**config.mk**
```make
export PLATFORM = sky130hd
export DESIGN_NAME = alu_ctrl_muldiv_flat
export DESIGN_NICKNAME = d
export VERILOG_FILES = /design/src/rtl/alu_ctrl_muldiv_pkg.sv /design/src/rtl/alu_ctrl_muldiv_if.sv /design/src/rtl/alu_ctrl_muldiv_muldiv_iter.sv /design/src/rtl/alu_ctrl_muldiv.sv /design/src/flat_wrapper.sv
export SDC_FILE = /design/constraint.sdc
export NUM_CORES = 1
export LEC_CHECK = 0
export CORE_MARGIN = 1.5
export CORE_UTILIZATION = 45
export DETAILED_ROUTE_END_ITERATION = 12
export GPL_TIMING_DRIVEN = 1
export PLACE_DENSITY = 0.63
export SYNTH_ARGS = -nofsm -noshare
export SYNTH_HDL_FRONTEND = slang
export SYNTH_HIERARCHICAL = 1
export SYNTH_SLANG_ARGS = --single-unit
```
**constraint.sdc**
```tcl
create_clock -name clk -period 3.81 [get_ports clk]
set_input_delay 1.143 -clock clk [delete_from_list [all_inputs] [get_ports clk]]
set_output_delay 1.143 -clock clk [all_outputs]
set_load 0.02 [all_outputs]
```
**src/rtl/alu_ctrl_muldiv_pkg.sv**
```systemverilog
// Shared constants for the ALU control / mult-div slice: operation classes,
// R-type funct codes, ALUControl encodings and the engine state encoding.
package alu_ctrl_pkg;

  localparam int CTRL_W_P = 4;

  // Main-decoder operation classes
  localparam logic [2:0] ALUOP_ADD   = 3'b000;
  localparam logic [2:0] ALUOP_SUB   = 3'b001;
  localparam logic [2:0] ALUOP_RTYPE = 3'b010;
  localparam logic [2:0] ALUOP_AND   = 3'b011;
  localparam logic [2:0] ALUOP_OR    = 3'b100;
  localparam logic [2:0] ALUOP_CLS5  = 3'b101;

  // Single-cycle R-type funct codes
  localparam logic [5:0] FN_ADD = 6'b100000;
  localparam logic [5:0] FN_JR  = 6'b001000;
  localparam logic [5:0] FN_SUB = 6'b100010;
  localparam logic [5:0] FN_AND = 6'b100100;
  localparam logic [5:0] FN_OR  = 6'b100101;
  localparam logic [5:0] FN_SLT = 6'b101010;
  localparam logic [5:0] FN_NOR = 6'b100111;
  localparam logic [5:0] FN_SLL = 6'b000000;
  localparam logic [5:0] FN_SRL = 6'b000010;

  // Mult/div class funct codes
  localparam logic [5:0] FN_MULT  = 6'b011000;
  localparam logic [5:0] FN_MULTU = 6'b011001;
  localparam logic [5:0] FN_DIV   = 6'b011010;
  localparam logic [5:0] FN_DIVU  = 6'b011011;
  localparam logic [5:0] FN_MFHI  = 6'b010000;
  localparam logic [5:0] FN_MTHI  = 6'b010001;
  localparam logic [5:0] FN_MFLO  = 6'b010010;
  localparam logic [5:0] FN_MTLO  = 6'b010011;

  // ALUControl encodings
  localparam logic [CTRL_W_P-1:0] CTL_AND  = 4'b0000;
  localparam logic [CTRL_W_P-1:0] CTL_OR   = 4'b0001;
  localparam logic [CTRL_W_P-1:0] CTL_ADD  = 4'b0010;
  localparam logic [CTRL_W_P-1:0] CTL_JR   = 4'b0100;
  localparam logic [CTRL_W_P-1:0] CTL_CLS5 = 4'b0101;
  localparam logic [CTRL_W_P-1:0] CTL_SUB  = 4'b0110;
  localparam logic [CTRL_W_P-1:0] CTL_SLT  = 4'b0111;
  localparam logic [CTRL_W_P-1:0] CTL_SLL  = 4'b1000;
  localparam logic [CTRL_W_P-1:0] CTL_SRL  = 4'b1001;
  localparam logic [CTRL_W_P-1:0] CTL_NOR  = 4'b1100;
  localparam logic [CTRL_W_P-1:0] CTL_BAD  = 4'b1111;

  typedef enum logic [1:0] {
    ST_IDLE = 2'b00,
    ST_RUN  = 2'b01,
    ST_FIX  = 2'b10
  } md_state_e;

  // True for any funct handled by the HI/LO side (engine ops and moves)
  function automatic logic is_md_func(input logic [5:0] f);
    logic r;
    case (f)
      FN_MULT, FN_MULTU, FN_DIV, FN_DIVU,
      FN_MFHI, FN_MTHI, FN_MFLO, FN_MTLO: r = 1'b1;
      default:                           r = 1'b0;
    endcase
    return r;
  endfunction

  // True for the four ops that run the iterative engine
  function automatic logic is_engine_func(input logic [5:0] f);
    return (f[5:2] == 4'b0110);
  endfunction

endpackage

```
**src/rtl/alu_ctrl_muldiv_if.sv**
```systemverilog
// EX-stage bus between the pipeline and the ALU control / mult-div block.
interface alu_ctrl_muldiv_if #(
  parameter int WIDTH  = 32,
  parameter int CTRL_W = 4
);
  logic [2:0]        ALUOp;
  logic [5:0]        func;
  logic              issue_en;
  logic [WIDTH-1:0]  op_a;
  logic [WIDTH-1:0]  op_b;
  logic [CTRL_W-1:0] ALUControl;
  logic              illegal;
  logic              stall;
  logic              md_busy;
  logic              md_done;
  logic [WIDTH-1:0]  hilo_rdata;
  logic [WIDTH-1:0]  hi;
  logic [WIDTH-1:0]  lo;

  modport master (
    output ALUOp, func, issue_en, op_a, op_b,
    input  ALUControl, illegal, stall, md_busy, md_done, hilo_rdata, hi, lo
  );

  modport slave (
    input  ALUOp, func, issue_en, op_a, op_b,
    output ALUControl, illegal, stall, md_busy, md_done, hilo_rdata, hi, lo
  );
endinterface

```
**src/rtl/alu_ctrl_muldiv_muldiv_iter.sv**
```systemverilog
// Iterative multiply/divide engine: one shift-add or restoring-subtract step
// per cycle on magnitudes, sign correction in a final FIX cycle.
module muldiv_iter
  import alu_ctrl_pkg::*;
#(
  parameter int WIDTH = 32,
  parameter int CNT_W = 6
) (
  input  logic             clk,
  input  logic             reset,
  input  logic             start,
  input  logic             is_div,
  input  logic             is_unsigned,
  input  logic [WIDTH-1:0] a,
  input  logic [WIDTH-1:0] b,
  output logic             busy,
  output logic             done,
  output logic [WIDTH-1:0] res_hi,
  output logic [WIDTH-1:0] res_lo
);

  md_state_e        state_r;
  logic [CNT_W-1:0] cnt_r;
  logic [WIDTH-1:0] acc_hi_r;   // mult: partial high product; div: remainder
  logic [WIDTH-1:0] acc_lo_r;   // mult: multiplier/low product; div: dividend/quotient
  logic [WIDTH-1:0] opnd_r;     // multiplicand or divisor magnitude
  logic             is_div_r;
  logic             neg_q_r;    // negate product / quotient
  logic             neg_r_r;    // negate remainder
  logic             dz_r;       // divide by zero
  logic             busy_r;
  logic             done_r;

  logic [WIDTH:0]   shl_s;
  logic [WIDTH-1:0] diff_s;
  logic [WIDTH:0]   sum_s;
  logic [WIDTH-1:0] step_hi_s;
  logic [WIDTH-1:0] step_lo_s;
  logic [2*WIDTH-1:0] prod_s;
  logic             sgn_s;

  function automatic logic [WIDTH-1:0] mag(input logic [WIDTH-1:0] v, input logic sgn);
    return (sgn && v[WIDTH-1]) ? (~v + WIDTH'(1'b1)) : v;
  endfunction

  assign sgn_s = ~is_unsigned;

  // One datapath step: shift-add for mult, restoring subtract for div
  always_comb begin
    shl_s     = {acc_hi_r, acc_lo_r[WIDTH-1]};
    diff_s    = shl_s[WIDTH-1:0] - opnd_r;
    sum_s     = '0;
    step_hi_s = acc_hi_r;
    step_lo_s = acc_lo_r;
    if (is_div_r) begin
      if (shl_s >= {1'b0, opnd_r}) begin
        step_hi_s = diff_s;
        step_lo_s = {acc_lo_r[WIDTH-2:0], 1'b1};
      end else begin
        step_hi_s = shl_s[WIDTH-1:0];
        step_lo_s = {acc_lo_r[WIDTH-2:0], 1'b0};
      end
    end else begin
      sum_s     = {1'b0, acc_hi_r} + (acc_lo_r[0] ? {1'b0, opnd_r} : {(WIDTH+1){1'b0}});
      step_hi_s = sum_s[WIDTH:1];
      step_lo_s = {sum_s[0], acc_lo_r[WIDTH-1:1]};
    end
  end

  // Sign correction of the finished magnitudes; consumed only in FIX
  always_comb begin
    prod_s = {acc_hi_r, acc_lo_r};
    if (is_div_r) begin
      if (dz_r) begin
        res_lo = {WIDTH{1'b1}};
      end else begin
        res_lo = neg_q_r ? (~acc_lo_r + WIDTH'(1'b1)) : acc_lo_r;
      end
      res_hi = neg_r_r ? (~acc_hi_r + WIDTH'(1'b1)) : acc_hi_r;
    end else begin
      if (neg_q_r) begin
        prod_s = ~prod_s + (2*WIDTH)'(1'b1);
      end else begin
        prod_s = {acc_hi_r, acc_lo_r};
      end
      res_hi = prod_s[2*WIDTH-1:WIDTH];
      res_lo = prod_s[WIDTH-1:0];
    end
  end

  // Engine FSM: IDLE -> RUN (WIDTH steps) -> FIX (write-back) -> IDLE
  always_ff @(posedge clk) begin
    if (reset) begin
      state_r  <= ST_IDLE;
      cnt_r    <= '0;
      acc_hi_r <= '0;
      acc_lo_r <= '0;
      opnd_r   <= '0;
      is_div_r <= 1'b0;
      neg_q_r  <= 1'b0;
      neg_r_r  <= 1'b0;
      dz_r     <= 1'b0;
      busy_r   <= 1'b0;
      done_r   <= 1'b0;
    end else begin
      case (state_r)
        ST_IDLE: begin
          done_r <= 1'b0;
          if (start) begin
            state_r  <= ST_RUN;
            cnt_r    <= '0;
            busy_r   <= 1'b1;
            is_div_r <= is_div;
            acc_hi_r <= '0;
            neg_q_r  <= sgn_s & (a[WIDTH-1] ^ b[WIDTH-1]);
            neg_r_r  <= sgn_s & a[WIDTH-1];
            dz_r     <= is_div & (b == '0);
            if (is_div) begin
              acc_lo_r <= mag(a, sgn_s);
              opnd_r   <= mag(b, sgn_s);
            end else begin
              acc_lo_r <= mag(b, sgn_s);
              opnd_r   <= mag(a, sgn_s);
            end
          end else begin
            busy_r <= 1'b0;
          end
        end
        ST_RUN: begin
          acc_hi_r <= step_hi_s;
          acc_lo_r <= step_lo_s;
          if (cnt_r == CNT_W'(WIDTH - 1)) begin
            state_r <= ST_FIX;
            cnt_r   <= '0;
            done_r  <= 1'b1;
          end else begin
            cnt_r <= cnt_r + CNT_W'(1'b1);
          end
        end
        ST_FIX: begin
          state_r <= ST_IDLE;
          busy_r  <= 1'b0;
          done_r  <= 1'b0;
        end
        default: begin
          state_r <= ST_IDLE;
          busy_r  <= 1'b0;
          done_r  <= 1'b0;
        end
      endcase
    end
  end

  assign busy = busy_r;
  assign done = done_r;

endmodule

```
**src/rtl/alu_ctrl_muldiv.sv**
```systemverilog
// EX-stage ALU control: funct decode, mult/div hazard stall and the
// architectural HI/LO registers fed by the iterative engine or mthi/mtlo.
module alu_ctrl_muldiv
  import alu_ctrl_pkg::*;
#(
  parameter int WIDTH  = 32,
  parameter int CTRL_W = 4,
  parameter int CNT_W  = 6
) (
  input  logic               clk,
  input  logic               reset,
  alu_ctrl_muldiv_if.slave   bus
);

  logic [CTRL_W_P-1:0] ctl_s;
  logic                illegal_s;
  logic                md_op_s;
  logic                accept_s;
  logic                start_s;
  logic                md_busy_s;
  logic                md_done_s;
  logic [WIDTH-1:0]    res_hi_s;
  logic [WIDTH-1:0]    res_lo_s;
  logic [WIDTH-1:0]    hi_r;
  logic [WIDTH-1:0]    lo_r;

  // ALUOp/func decode; anything unlisted is flagged illegal
  always_comb begin
    ctl_s     = CTL_BAD;
    illegal_s = 1'b1;
    case (bus.ALUOp)
      ALUOP_ADD:  begin ctl_s = CTL_ADD;  illegal_s = 1'b0; end
      ALUOP_SUB:  begin ctl_s = CTL_SUB;  illegal_s = 1'b0; end
      ALUOP_AND:  begin ctl_s = CTL_AND;  illegal_s = 1'b0; end
      ALUOP_OR:   begin ctl_s = CTL_OR;   illegal_s = 1'b0; end
      ALUOP_CLS5: begin ctl_s = CTL_CLS5; illegal_s = 1'b0; end
      ALUOP_RTYPE: begin
        illegal_s = 1'b0;
        case (bus.func)
          FN_ADD:  ctl_s = CTL_ADD;
          FN_JR:   ctl_s = CTL_JR;
          FN_SUB:  ctl_s = CTL_SUB;
          FN_AND:  ctl_s = CTL_AND;
          FN_OR:   ctl_s = CTL_OR;
          FN_SLT:  ctl_s = CTL_SLT;
          FN_NOR:  ctl_s = CTL_NOR;
          FN_SLL:  ctl_s = CTL_SLL;
          FN_SRL:  ctl_s = CTL_SRL;
          default: begin
            if (is_md_func(bus.func)) begin
              ctl_s = CTL_ADD;
            end else begin
              ctl_s     = CTL_BAD;
              illegal_s = 1'b1;
            end
          end
        endcase
      end
      default: begin
        ctl_s     = CTL_BAD;
        illegal_s = 1'b1;
      end
    endcase
  end

  assign bus.ALUControl = CTRL_W'(ctl_s);
  assign bus.illegal    = illegal_s;

  // A HI/LO-class op waits while the engine is busy and is re-presented
  assign md_op_s   = bus.issue_en & (bus.ALUOp == ALUOP_RTYPE) & is_md_func(bus.func);
  assign bus.stall = md_op_s & md_busy_s;
  assign accept_s  = md_op_s & ~md_busy_s;
  assign start_s   = accept_s & is_engine_func(bus.func);

  muldiv_iter #(
    .WIDTH (WIDTH),
    .CNT_W (CNT_W)
  ) u_muldiv_iter (
    .clk         (clk),
    .reset       (reset),
    .start       (start_s),
    .is_div      (bus.func[1]),
    .is_unsigned (bus.func[0]),
    .a           (bus.op_a),
    .b           (bus.op_b),
    .busy        (md_busy_s),
    .done        (md_done_s),
    .res_hi      (res_hi_s),
    .res_lo      (res_lo_s)
  );

  // HI/LO: engine write-back in FIX, otherwise accepted mthi/mtlo
  always_ff @(posedge clk) begin
    if (reset) begin
      hi_r <= '0;
      lo_r <= '0;
    end else if (md_done_s) begin
      hi_r <= res_hi_s;
      lo_r <= res_lo_s;
    end else begin
      if (accept_s && (bus.func == FN_MTHI)) begin
        hi_r <= bus.op_a;
      end else begin
        hi_r <= hi_r;
      end
      if (accept_s && (bus.func == FN_MTLO)) begin
        lo_r <= bus.op_a;
      end else begin
        lo_r <= lo_r;
      end
    end
  end

  assign bus.hilo_rdata = (bus.func == FN_MFHI) ? hi_r : lo_r;
  assign bus.hi         = hi_r;
  assign bus.lo         = lo_r;
  assign bus.md_busy    = md_busy_s;
  assign bus.md_done    = md_done_s;

endmodule

```
**src/flat_wrapper.sv**
```systemverilog
// flat-port wrapper written by rule: the top's interface ports become plain ports
module alu_ctrl_muldiv_flat import alu_ctrl_pkg::*;
#(
  parameter int WIDTH  = 32,
  parameter int CTRL_W = 4,
  parameter int CNT_W  = 6
)
  (clk, reset, bus_ALUOp, bus_func, bus_issue_en, bus_op_a, bus_op_b, bus_ALUControl, bus_illegal, bus_stall, bus_md_busy, bus_md_done, bus_hilo_rdata, bus_hi, bus_lo);
  alu_ctrl_muldiv_if #(.WIDTH(WIDTH), .CTRL_W(CTRL_W)) bus_i ();
  input  logic clk;
  input  logic reset;
  input wire logic [$bits(bus_i.ALUOp)-1:0] bus_ALUOp;
  input wire logic [$bits(bus_i.func)-1:0] bus_func;
  input wire logic [$bits(bus_i.issue_en)-1:0] bus_issue_en;
  input wire logic [$bits(bus_i.op_a)-1:0] bus_op_a;
  input wire logic [$bits(bus_i.op_b)-1:0] bus_op_b;
  output wire logic [$bits(bus_i.ALUControl)-1:0] bus_ALUControl;
  output wire logic [$bits(bus_i.illegal)-1:0] bus_illegal;
  output wire logic [$bits(bus_i.stall)-1:0] bus_stall;
  output wire logic [$bits(bus_i.md_busy)-1:0] bus_md_busy;
  output wire logic [$bits(bus_i.md_done)-1:0] bus_md_done;
  output wire logic [$bits(bus_i.hilo_rdata)-1:0] bus_hilo_rdata;
  output wire logic [$bits(bus_i.hi)-1:0] bus_hi;
  output wire logic [$bits(bus_i.lo)-1:0] bus_lo;
  assign bus_i.ALUOp = bus_ALUOp;
  assign bus_i.func = bus_func;
  assign bus_i.issue_en = bus_issue_en;
  assign bus_i.op_a = bus_op_a;
  assign bus_i.op_b = bus_op_b;
  assign bus_ALUControl = bus_i.ALUControl;
  assign bus_illegal = bus_i.illegal;
  assign bus_stall = bus_i.stall;
  assign bus_md_busy = bus_i.md_busy;
  assign bus_md_done = bus_i.md_done;
  assign bus_hilo_rdata = bus_i.hilo_rdata;
  assign bus_hi = bus_i.hi;
  assign bus_lo = bus_i.lo;
  alu_ctrl_muldiv #(.WIDTH(WIDTH), .CTRL_W(CTRL_W), .CNT_W(CNT_W)) u_core (.clk(clk), .reset(reset), .bus(bus_i));
endmodule
```
==> results.py, run 1 <==
metrics = {
    "worst_setup_path": {
        "startpoint_type": "primary input",
        "cp.required_ns": 2.67,
        "arrival_ns": 2.63,
        "path_class": "primary input to primary output",
        "crit_fanout": 8,
        "crit_path_end_kind": "primary output",
    },
    "pwr": {
        "switching_power_mw": 1.32,
        "intPower_mw": 3.04,
        "powerDensity_mw_per_mm2": 217,
        "combinationalPowerShare": 0.156,
        "seqPwrFrac": 0.418,
        "ir_worst_vdd_uv": 264,
        "swShare": 0.303,
        "power_mw": 4.36,
        "pwr-share-clk": 0.425,
        "leakagePower_nw": 8.54,
    },
    "grt": {
        "top_usage_layer": "met2",
        "grt_max_degree": 136,
        "track_usage": 0.340,
        "met2_usage": 0.518,
        "grt_overflow_total": 0,
        "grt_antenna_before_repair": 0,
        "grt_pass1_vias": 16000,
        "grt_first_pass_wirelength_um": 95600,
        "use_met3": 0.0590,
        "use_met1": 0.483,
    },
    "cts": {
        "ctsHoldBuffers": 0,
        "cts_root_buf": "clkbuf_16",
        "cts_num_sinks": 174,
        "tritoncts": "built",
        "htree_levels": 4,
        "clockBufferDepth": 2,
        "cts-buffers-inserted": 17,
        "clk_latency_ns": 0.46,
        "clk_pin_slew_ns": 0.08,
    },
    "logic_synthesis": {
        "synth_enable_flop_cells": 0,
        "synth_top_family_by_area": "compound AO/OA/AOI/OAI gates",
        "async_reset_ff_frac": 0,
        "synth_cells": 2107,
        "syn_nets": 2254,
        "yosysSeqAreaShare": 0.216,
        "ys_seq_elements": 174,
        "synth_warnings": 6,
        "synthMuxAreaShare": 0.0979,
        "synth_xor_area_frac": 0.0865,
        "syn_area_per_cell_um2": 7.64,
        "ys_types": 89,
        "yosys.area_share.adder": 0.0561,
        "synth_flop_cell": "dfxtp_1",
        "synth_compound_area_frac": 0.290,
        "syn_area_mm2": 0.0161,
        "yosys.area_share.simple": 0.199,
    },
    "placement": {
        "gp_congestion": 0.988,
        "place.port_buffers": 179,
        "placed_cells": 2803,
        "dp_hpwl_um": 48500,
        "placed_area_mm2": 0.0195,
    },
    "sta": {
        "slew_violations": 0,
        "slew_headroom": 0.279,
        "fmax_ghz": 0.265,
        "min_period_ns": 3.77,
        "finalSetupViolations": 0,
        "fin_skew_ns": 0.0119,
        "fin_crit_sh": 0.990,
        "rsz0062_at_grt": "true",
        "finalHoldViolCount": 0,
        "tightest_slew_ns": 1.08,
    },
    "cells_and_area": {
        "antenna_cells": 0,
        "n_fill_cell": 3331,
        "post-route-util": 0.567,
        "final_nets": 2513,
        "synthToLayoutAreaGrowth_pct": 24.6,
        "drive_gt1_frac": 0.183,
        "final_cells": 2840,
        "final_area_mm2": 0.0201,
    },
    "floorplanning": {
        "row_count": 69,
        "die_area_mm2": 0.0369,
        "initial_core_util": 0.455,
        "core_mm2": 0.0354,
        "die_y_um": 192,
        "ios": 180,
        "die_w_um": 192,
    },
    "route": {
        "drc": 0,
        "dr.pass1.iters": 7,
        "wire_per_inst_um": 22.4,
        "drt_iter0_drc": 2231,
        "antenna_left": 0,
        "via_count": 17600,
        "routed_wirelength_um": 63700,
        "via_per_inst": 6.19,
    },
    "run": {
        "maxCapViolations": 0,
    },
    "min_path": {
        "min_path_type": "flop to flop",
    },
    "outcome": {
        "run_status": "complete, no violations",
    },
}
-- cells in the mapped netlist, types with 14 or more instances --
cell type / n / share of area
o211ai_1: 26 / 0.012
a211oi_1: 43 / 0.020
or3_1: 15 / 0.0058
inv_1: 70 / 0.016
mux2_2: 60 / 0.042
mux2i_1: 90 / 0.056
a21oi_1: 161 / 0.050
a22oi_1: 20 / 0.0093
a31oi_1: 26 / 0.010
o41ai_1: 14 / 0.0076
nand2_1: 180 / 0.042
nor2_1: 255 / 0.059
a211oi_2: 56 / 0.044
a21o_1: 39 / 0.018
and3_1: 30 / 0.012
nor2b_1: 16 / 0.0062
o31ai_1: 20 / 0.0093
xnor2_1: 72 / 0.039
xor2_1: 87 / 0.047
nor4_1: 16 / 0.0062
clkbuf_1: 112 / 0.026
nor3_1: 44 / 0.014
ha_1: 69 / 0.054
o21ai_0: 145 / 0.045
dfxtp_1: 174 / 0.22
nand4_1: 15 / 0.0058
nand2b_1: 14 / 0.0054
nand3_1: 30 / 0.0093
a222oi_1: 23 / 0.014
-- repair_timing --
item                                    4_1_cts  5_1_grt
buffers inserted                              2        0
endpoints found under the hold margin         0        0
pin swaps                                     1        1
gates resized for setup                      85       58
cloned                                        2        1
endpoints found under the setup margin       39       38
-- layout by cell type (no fill, tap or decap), drive strengths merged, types with 72 or more instances in the layout --
cell           synthesis  routed
nor2                 255     255
buf                   29     213
nand2                181     181
dfxtp                174     174
a21oi                163     163
o21ai                147     147
clkdlybuf4s50          0     134
a211oi                99      99
mux2i                 90      90
xor2                  87      87
inv                   70      77
xnor2                 72      72
-- power by group through the flow --
stage | logic (mW) | registers [mW] | clock network, mW
global placement | 0.648 | 1.87 | 0
detailed placement | 0.654 | 1.87 | 0
finish | 0.682 | 1.82 | 1.85
global route | 0.723 | 1.82 | 1.94
CTS | 0.659 | 1.82 | 1.87
floorplan | 0.326 | 1.87 | 0
-- routing by layer --
metal / wire, µm / vias to the layer above
met5: 0 / -
met4: 1840 / 0
met3: 6120 / 97
met2: 27300 / 881
met1: 28400 / 8359
li1: - / 8237
-- registers in the layout, indices dropped and copies added (netlist names), 2 cells and up --
register / count
u_core/bus.lo: 32
u_core/u_muldiv_iter/opnd_r: 32
u_core/bus.hi: 32
u_core/u_muldiv_iter/acc_lo_r: 32
u_core/u_muldiv_iter/acc_hi_r: 32
u_core/u_muldiv_iter/state_r: 2
u_core/u_muldiv_iter/cnt_r: 6
-- cell families (layout without fill, tap and decap cells) --
| logic type | Yosys count | count (layout) |
|---|---|---|
| flip-flops | 174 | 174 |
| AND/OR/NAND/NOR | 679 | 679 |
| XOR/XNOR | 159 | 159 |
| adder cells (fa/ha/maj) | 71 | 71 |
| buffers and inverters | 212 | 484 |
| multiplexers | 150 | 150 |
| AO/OA/AOI/OAI | 662 | 662 |
-- critical path, stage by stage --
cell             delay, ns
dlygate4sd2_1         0.26
nor3b_4               0.16
nand3b_1              0.10
buf_6                 0.21
buf_16                0.16
mux2_2                0.33
clkdlybuf4s15_2       0.25
-- through the flow --
step / TNS [ns] / setup WS (ns) / hold slack [ns]
floorplan: 0 / 0.241 / 0.432
global placement: -21.28 / -0.533 / 0.445
detailed placement: -25.04 / -0.612 / 0.447
CTS: 0 / 0.00660 / 0.457
global route: -0.0893 / -0.0893 / 0.480
finish: 0 / 0.0376 / 0.459
-- final cells by class --
cell class / instances / area, µm² / share of cell area
clock buffers: 17 / 425 / 0.0212
clock inverters: 15 / 190 / 0.00948
inverters: 71 / 267 / 0.0133
multi-input cells: 1721 / 11800 / 0.587
flip-flops and latches: 174 / 3490 / 0.174
well taps: 461 / 577 / 0.0287
repair buffers: 381 / 3330 / 0.166
-- final timing paths --
kind	startpoint	end	cells after the start	slack, ns
worst max-delay path	bus_func[4]	bus_hilo_rdata[14]	7	0.04
worst min-delay path	u_core/u_muldiv_iter/opnd_r[20]	u_core/u_muldiv_iter/opnd_r[20]	2	0.46
worst max register to register	u_core/u_muldiv_iter/acc_lo_r[0]	u_core/u_muldiv_iter/acc_hi_r[29]	13	0.13
worst min register to register	u_core/u_muldiv_iter/opnd_r[20]	u_core/u_muldiv_iter/opnd_r[20]	2	0.46
Power figures use the tool's default switching activity.
==> run 2, diff against run 1 <==
--- a/config.mk
+++ b/config.mk
@@ -9,7 +9,7 @@
 export CORE_UTILIZATION = 45
 export DETAILED_ROUTE_END_ITERATION = 12
 export GPL_TIMING_DRIVEN = 1
-export PLACE_DENSITY = 0.63
+export PLACE_DENSITY = 0.66
 export SYNTH_ARGS = -nofsm -noshare
 export SYNTH_HDL_FRONTEND = slang
 export SYNTH_HIERARCHICAL = 1
==> constraint.sdc (replaced) <==
create_clock -name clk -period 3.1 [get_ports clk]
set_input_delay 0.93 -clock clk [delete_from_list [all_inputs] [get_ports clk]]
set_output_delay 0.93 -clock clk [all_outputs]
set_load 0.02 [all_outputs]
==> run 2 against run 1 <==
The run now ends with setup timing left. Clock-buffer cell count did not move. Combinational power rose by 46%. Worst setup slack got worse by 0.36 ns. Register-to-register slack got worse by 0.45 ns. Sequential power rose by 23%. Cell count rose by 7.8%. Sequential share of layout area fell by 2.1 points. Clock skew rose by 0.0057 ns. Via count rose by 5.7%. Critical path depth rose by 4. Core utilization rose by 7.9 points. Critical endpoint is now u_core/bus.lo[27].
==> results.py, run 2 (same netlist as run 1, synthesis figures left out) <==
metrics = {
    "route": {
        "dr.pass1.iters": 6,
        "drc": 0,
        "antenna_left": 0,
        "wire_per_inst_um": 21.6,
        "drt_iter0_drc": 2052,
        "via_per_inst": 6.07,
        "via_count": 18600,
        "routed_wirelength_um": 66000,
    },
    "cts": {
        "cts_num_sinks": 174,
        "cts-buffers-inserted": 17,
        "tritoncts": "built",
        "clockBufferDepth": 2,
        "clk_latency_ns": 0.45,
        "clk_pin_slew_ns": 0.09,
        "cts_root_buf": "clkbuf_16",
        "htree_levels": 4,
    },
    "sta": {
        "tightest_slew_ns": 0.882,
        "totalNegativeSetupSlack_ns": -5.34,
        "finalSetupViolations": 47,
        "fmax_ghz": 0.292,
        "min_period_ns": 3.42,
        "setup_ws_ns": -0.322,
        "finalHoldViolCount": 0,
        "slew_headroom": 0.412,
        "hold_ws_ns": 0.457,
        "fin_skew_ns": 0.0176,
        "fin_crit_sh": 1.10,
        "rsz0062_at_grt": "true",
        "slew_violations": 0,
    },
    "worst_setup_path": {
        "arrival_ns": 3.74,
        "crit_path_end_kind": "flop",
        "r2r_start": "u_core/u_muldiv_iter/acc_lo_r[11]",
        "startpoint_type": "flop",
        "r2r_cells": 11,
        "r2r-end": "u_core/bus.lo[27]",
        "r2r_slack_ns": -0.32,
        "crit_fanout": 4,
        "cp.required_ns": 3.42,
        "path_class": "flop to flop",
    },
    "pwr": {
        "leakagePower_nw": 10.1,
        "ir_worst_vdd_uv": 388,
        "power_mw": 5.50,
        "powerDensity_mw_per_mm2": 241,
    },
    "min_path": {
        "whs_path_depth": 2,
        "worstHoldStart": "u_core/u_muldiv_iter/opnd_r[28]",
        "hold_end": "u_core/u_muldiv_iter/opnd_r[28]",
        "min_path_type": "flop to flop",
    },
    "cells_and_area": {
        "layout_common_cells": "buf_4 (386), nor2_1 (250), nand2_1 (178)",
        "synthToLayoutAreaGrowth_pct": 41.9,
        "n_fill_cell": 3021,
        "final_cells": 3062,
        "post-route-util": 0.645,
        "antenna_cells": 0,
        "mostFrequentLayoutCell": "buf_4",
        "final_nets": 2735,
        "drive_gt1_frac": 0.303,
    },
    "grt": {
        "grt_antenna_before_repair": 0,
        "grt_max_degree": 92,
        "grt_first_pass_wirelength_um": 98100,
        "grt_overflow_total": 0,
        "grt_pass1_vias": 17000,
        "track_usage": 0.346,
    },
    "floorplanning": {
        "die_w_um": 192,
        "ios": 180,
        "row_count": 69,
        "initial_core_util": 0.455,
        "die_area_mm2": 0.0369,
        "die_y_um": 192,
        "core_mm2": 0.0354,
    },
    "outcome": {
        "run_status": "finished, violations left",
        "violations": "setup timing",
    },
    "placement": {
        "placed_cells": 3003,
        "dp_hpwl_um": 50100,
        "gp_congestion": 0.983,
        "place.port_buffers": 179,
    },
    "run": {
        "maxCapViolations": 0,
    },
}
[run 2: changes by cell type in the layout (fill, tap and decap cells not counted), sizes merged, moves of 2 or more]
cell           before  now
clkbuf             42   20
clkinv              6    8
buf               213  466
dlymetal6s2s        0   12
dlygate4sd2         6    3
clkdlybuf4s15       3    0
clkdlybuf4s50     134  119
[run 2: area by class of cell]
type / count / area [µm²] / area share
clock inverter: 15 / 169 / 0.00739
multi-input combinational: 1721 / 12700 / 0.554
sequential: 174 / 3490 / 0.153
inverter: 71 / 274 / 0.0120
tap: 461 / 577 / 0.0252
timing repair buffer: 603 / 5240 / 0.230
clock buffer: 17 / 425 / 0.0186
[run 2: what timing repair did]
action,in CTS,in global routing
resized for setup,312,154
cloned,2,2
setup buffers,13,15
endpoints found under the setup margin,130,136
pin swaps,75,84
hold buffers,0,0
[run 2: routing by layer]
metal / part of all wire / GRT usage
met1: 0.43 / 0.476
met4: 0.038 / 0.135
met5: 0 / 0
met3: 0.091 / 0.0581
met2: 0.44 / 0.535
[run 2: worst max path at each step]
stage / from / to / slack, ns / depth (start not counted)
after floorplan: bus_func[5] / bus_illegal / -0.04 / 5
after global placement: bus_func[5] / bus_hilo_rdata[14] / -0.84 / 6
final: u_core/u_muldiv_iter/acc_lo_r[11] / u_core/bus.lo[27] / -0.32 / 11
after global routing: u_core/u_muldiv_iter/acc_lo_r[11] / u_core/bus.hi[7] / -0.40 / 12
after CTS: u_core/u_muldiv_iter/acc_lo_r[11] / u_core/bus.hi[7] / -0.19 / 12
after detailed placement: bus_func[5] / bus_hilo_rdata[18] / -0.90 / 6
[run 2: stage by stage]
stage	setup slack, ns	instance area [µm²]
2_1_floorplan	-0.0426	16100
3_3_place_gp	-0.842	21000
3_5_place_dp	-0.903	21000
4_1_cts	-0.193	22200
5_1_grt	-0.400	22800
6_report	-0.322	22800
[run 2: critical path, cell delays in order (launching register included)]
cell      delay [ns]
dfxtp_2         0.33
or4_4           0.55
nor4_4          0.21
or4b_4          0.58
buf_4           0.17
buf_6           0.10
or4_4           0.49
o31ai_4         0.21
xor2_1          0.20
nand2_1         0.11
mux2i_1         0.22
a211oi_2        0.10
[run 2: report_power, final]
group | switching (mW) | internal [mW]
Combinational | 0.554 | 0.445
Clock | 1.17 | 1.09
Sequential | 0.00383 | 2.23
==> run 3, diff against run 2 <==
--- a/config.mk
+++ b/config.mk
@@ -12,5 +12,4 @@
 export PLACE_DENSITY = 0.66
 export SYNTH_ARGS = -nofsm -noshare
 export SYNTH_HDL_FRONTEND = slang
-export SYNTH_HIERARCHICAL = 1
 export SYNTH_SLANG_ARGS = --single-unit
==> run 3 against run 2 <==
The flow still finishes with violations (setup timing). Synthesized cell count decreased by 1.7%. Synthesized area decreased by 4.4%. Clock power decreased by 2%. Sequential power about the same. Global-route usage increased by 2.0 points. Fmax increased by 6.3%. Final area decreased by 5.3%. Critical endpoint is now bus_hilo_rdata[7]. Largest power group is now registers. Highest routed layer unchanged.
==> results.py, run 3 <==
metrics = {
    "cells_and_area": {
        "final_nets": 2648,
        "final_area_mm2": 0.0216,
        "mostFrequentLayoutCell": "buf_4",
        "synthToLayoutAreaGrowth_pct": 40.5,
        "post-route-util": 0.644,
        "layout_common_cells": "buf_4 (359), nor2_1 (192), nand2_1 (186)",
        "final_cells": 2963,
        "drive_gt1_frac": 0.260,
    },
    "route": {
        "drc": 0,
        "dr.pass1.iters": 8,
        "antenna_left": 0,
        "via_per_inst": 6.17,
        "wire_per_inst_um": 22.7,
        "drt_iter0_drc": 1974,
        "routed_wirelength_um": 67100,
        "via_count": 18300,
    },
    "floorplanning": {
        "ios": 180,
        "initial_core_util": 0.458,
        "die_area_mm2": 0.0353,
        "core_mm2": 0.0336,
        "die_y_um": 188,
        "row_count": 67,
        "die_w_um": 188,
    },
    "min_path": {
        "whs_path_depth": 2,
        "worstHoldStart": "u_core.u_muldiv_iter.opnd_r[29]",
        "hold_end": "u_core.u_muldiv_iter.opnd_r[29]",
        "min_path_type": "flop to flop",
    },
    "sta": {
        "slew_violations": 0,
        "fin_crit_sh": 1.04,
        "rsz0062_at_grt": "true",
        "finalSetupViolations": 22,
        "min_period_ns": 3.22,
        "setup_ws_ns": -0.119,
        "slew_headroom": 0.476,
        "hold_ws_ns": 0.462,
        "fin_skew_ns": 0.0220,
        "tightest_slew_ns": 0.781,
        "fmax_ghz": 0.311,
        "finalHoldViolCount": 0,
    },
    "worst_setup_path": {
        "critPathMaxStageDelay_ns": 0.29,
        "cp-startpoint": "bus_func[5]",
        "crit_fanout": 8,
        "r2r_slack_ns": -0.01,
        "cp.required_ns": 2.17,
        "path_class": "primary input to primary output",
        "r2r-end": "u_core.u_muldiv_iter.acc_hi_r[29]",
        "crit_path_end_kind": "primary output",
        "r2r_cells": 18,
        "startpoint_type": "primary input",
        "arrival_ns": 2.29,
        "cp_cell_sequence": "buf_8 -> nor3_4 -> buf_6 -> nand3_4 -> buf_12 -> buf_16 -> mux2_4 -> buf_6",
        "cp_common_cell": "buf_6",
        "cp_slowest_cell": "mux2_4",
        "r2r_start": "u_core.u_muldiv_iter.acc_lo_r[0]",
    },
    "logic_synthesis": {
        "ys_top_cells_by_area": "dfxtp_1 (23%), a21oi_1 (6.3%), ha_1 (5.6%)",
        "synth_enable_flop_cells": 0,
        "yosysTopAreaCellShare": 0.226,
        "ys_types": 76,
        "synth_cells": 2071,
        "yosysSeqAreaShare": 0.226,
        "syn_area_per_cell_um2": 7.44,
        "syn_area_mm2": 0.0154,
        "ys_seq_elements": 174,
        "synth_flop_cell": "dfxtp_1",
        "async_reset_ff_frac": 0,
        "yosys-top-cells-count": "nor2_1 (205), a21oi_1 (194), nand2_1 (189)",
        "synth_top_area_cell": "dfxtp_1",
        "synth_warnings": 0,
        "syn_nets": 2218,
        "synth.most_common_cell": "nor2_1",
    },
    "grt": {
        "grt_max_degree": 142,
        "track_usage": 0.366,
        "grt_first_pass_wirelength_um": 101000,
        "grt_antenna_before_repair": 1,
        "grt_pass1_vias": 17200,
        "grt_overflow_total": 0,
    },
    "placement": {
        "dp_hpwl_um": 51500,
        "place.port_buffers": 179,
        "placed_cells": 2903,
        "placed_area_mm2": 0.0201,
        "dpl_worst_slack_ns": -0.822,
        "gp_congestion": 0.987,
    },
    "cts": {
        "clk_latency_ns": 0.45,
        "clk_pin_slew_ns": 0.07,
        "cts-buffers-inserted": 17,
        "clockBufferDepth": 2,
        "htree_levels": 4,
        "tritoncts": "built",
        "cts_num_sinks": 174,
        "ctsHoldBuffers": 0,
        "cts_root_buf": "clkbuf_16",
    },
    "pwr": {
        "ir_worst_vdd_uv": 411,
        "switching_power_mw": 1.52,
        "powerDensity_mw_per_mm2": 243,
        "pwr-share-clk": 0.420,
        "leakagePower_nw": 8.83,
        "seqPwrFrac": 0.426,
        "intPower_mw": 3.73,
        "combinationalPowerShare": 0.154,
        "swShare": 0.289,
    },
    "outcome": {
        "run_status": "finished, violations left",
        "violations": "setup timing",
    },
    "run": {
        "maxCapViolations": 0,
    },
}
[run 3: cell types whose count changed in the layout (fill, tap and decap cells not counted), moves of 21 or more]
cell      before  now
a21oi_1      141  178
a221oi_1       4   34
buf_4        386  359
a222oi_1      23    0
and3_1        30    7
buf_2         24    3
a211oi_1      37   68
nor2_1       250  192
a211oi_2      62    6
o211ai_1      26   49
o21ai_0      114   91
[run 3: layout make-up]
type	instances	area, µm²
Multi-Input combinational cell	1680	11800
Inverter	61	236
Tap cell	448	561
Clock inverter	14	144
Sequential cell	174	3490
Fill cell	2938	12000
Timing Repair Buffer	567	5000
Clock buffer	18	429
Antenna cell	1	2.50
[run 3: worst max-delay path by stage]
| stage | end | slack (ns) | cells past startpoint |
|---|---|---|---|
| floorplan | bus_hilo_rdata[10] | -0.07 | 5 |
| global placement | bus_illegal | -0.79 | 8 |
| detailed placement | bus_ALUControl[1] | -0.82 | 10 |
| CTS | bus_hilo_rdata[29] | -0.08 | 8 |
| global route | bus_ALUControl[1] | -0.17 | 11 |
| finish | bus_hilo_rdata[7] | -0.12 | 8 |
[run 3: cells by family (layout without fill, tap and decap cells)]
logic type	Yosys count	after routing	synth area share
AOI/OAI and AO/OA	677	677	0.288
xor gates and xnor gates	165	165	0.0938
adders and majority gates	71	71	0.0587
buffers and inverters	217	660	0.0539
DFF	174	174	0.226
muxes	118	118	0.0796
other	0	1	0
and+or+nand+nor	649	649	0.200
[run 3: layer usage]
layer	global-route usage	vias to the layer above	share of wire	routed length [µm]
li1	-	8469	-	-
met1	0.461	8694	0.40	26900
met4	0.201	0	0.061	4110
met2	0.594	912	0.46	30600
met3	0.0603	202	0.083	5570
met5	0	-	0	0
[run 3: per-stage QoR]
step	total power [mW]	TNS [ns]
finish	5.25	-1.84
global route	5.38	-3.32
floorplan	2.61	-1.38
global placement	3.03	-67.84
detailed placement	3.03	-75.58
CTS	5.21	-1.84
[run 3: power groups by stage]
stage | clock network, mW | logic [mW] | registers [mW]
4_1_cts | 2.21 | 0.759 | 2.24
5_1_grt | 2.29 | 0.851 | 2.24
2_1_floorplan | 0 | 0.323 | 2.29
3_3_place_gp | 0 | 0.738 | 2.29
3_5_place_dp | 0 | 0.743 | 2.29
6_report | 2.21 | 0.807 | 2.24
[run 3: timing repair]
action | in CTS | in global routing
pin swaps | 34 | 76
endpoints found under the setup margin | 105 | 117
buffers inserted | 14 | 13
gates resized for setup | 317 | 135
gates cloned | 3 | 0
[run 3: worst max-delay path: cells and delay by family]
kind,cells,cell delay [ns]
simple gates,2,0.34
mux,1,0.29
buf+inv,5,0.70
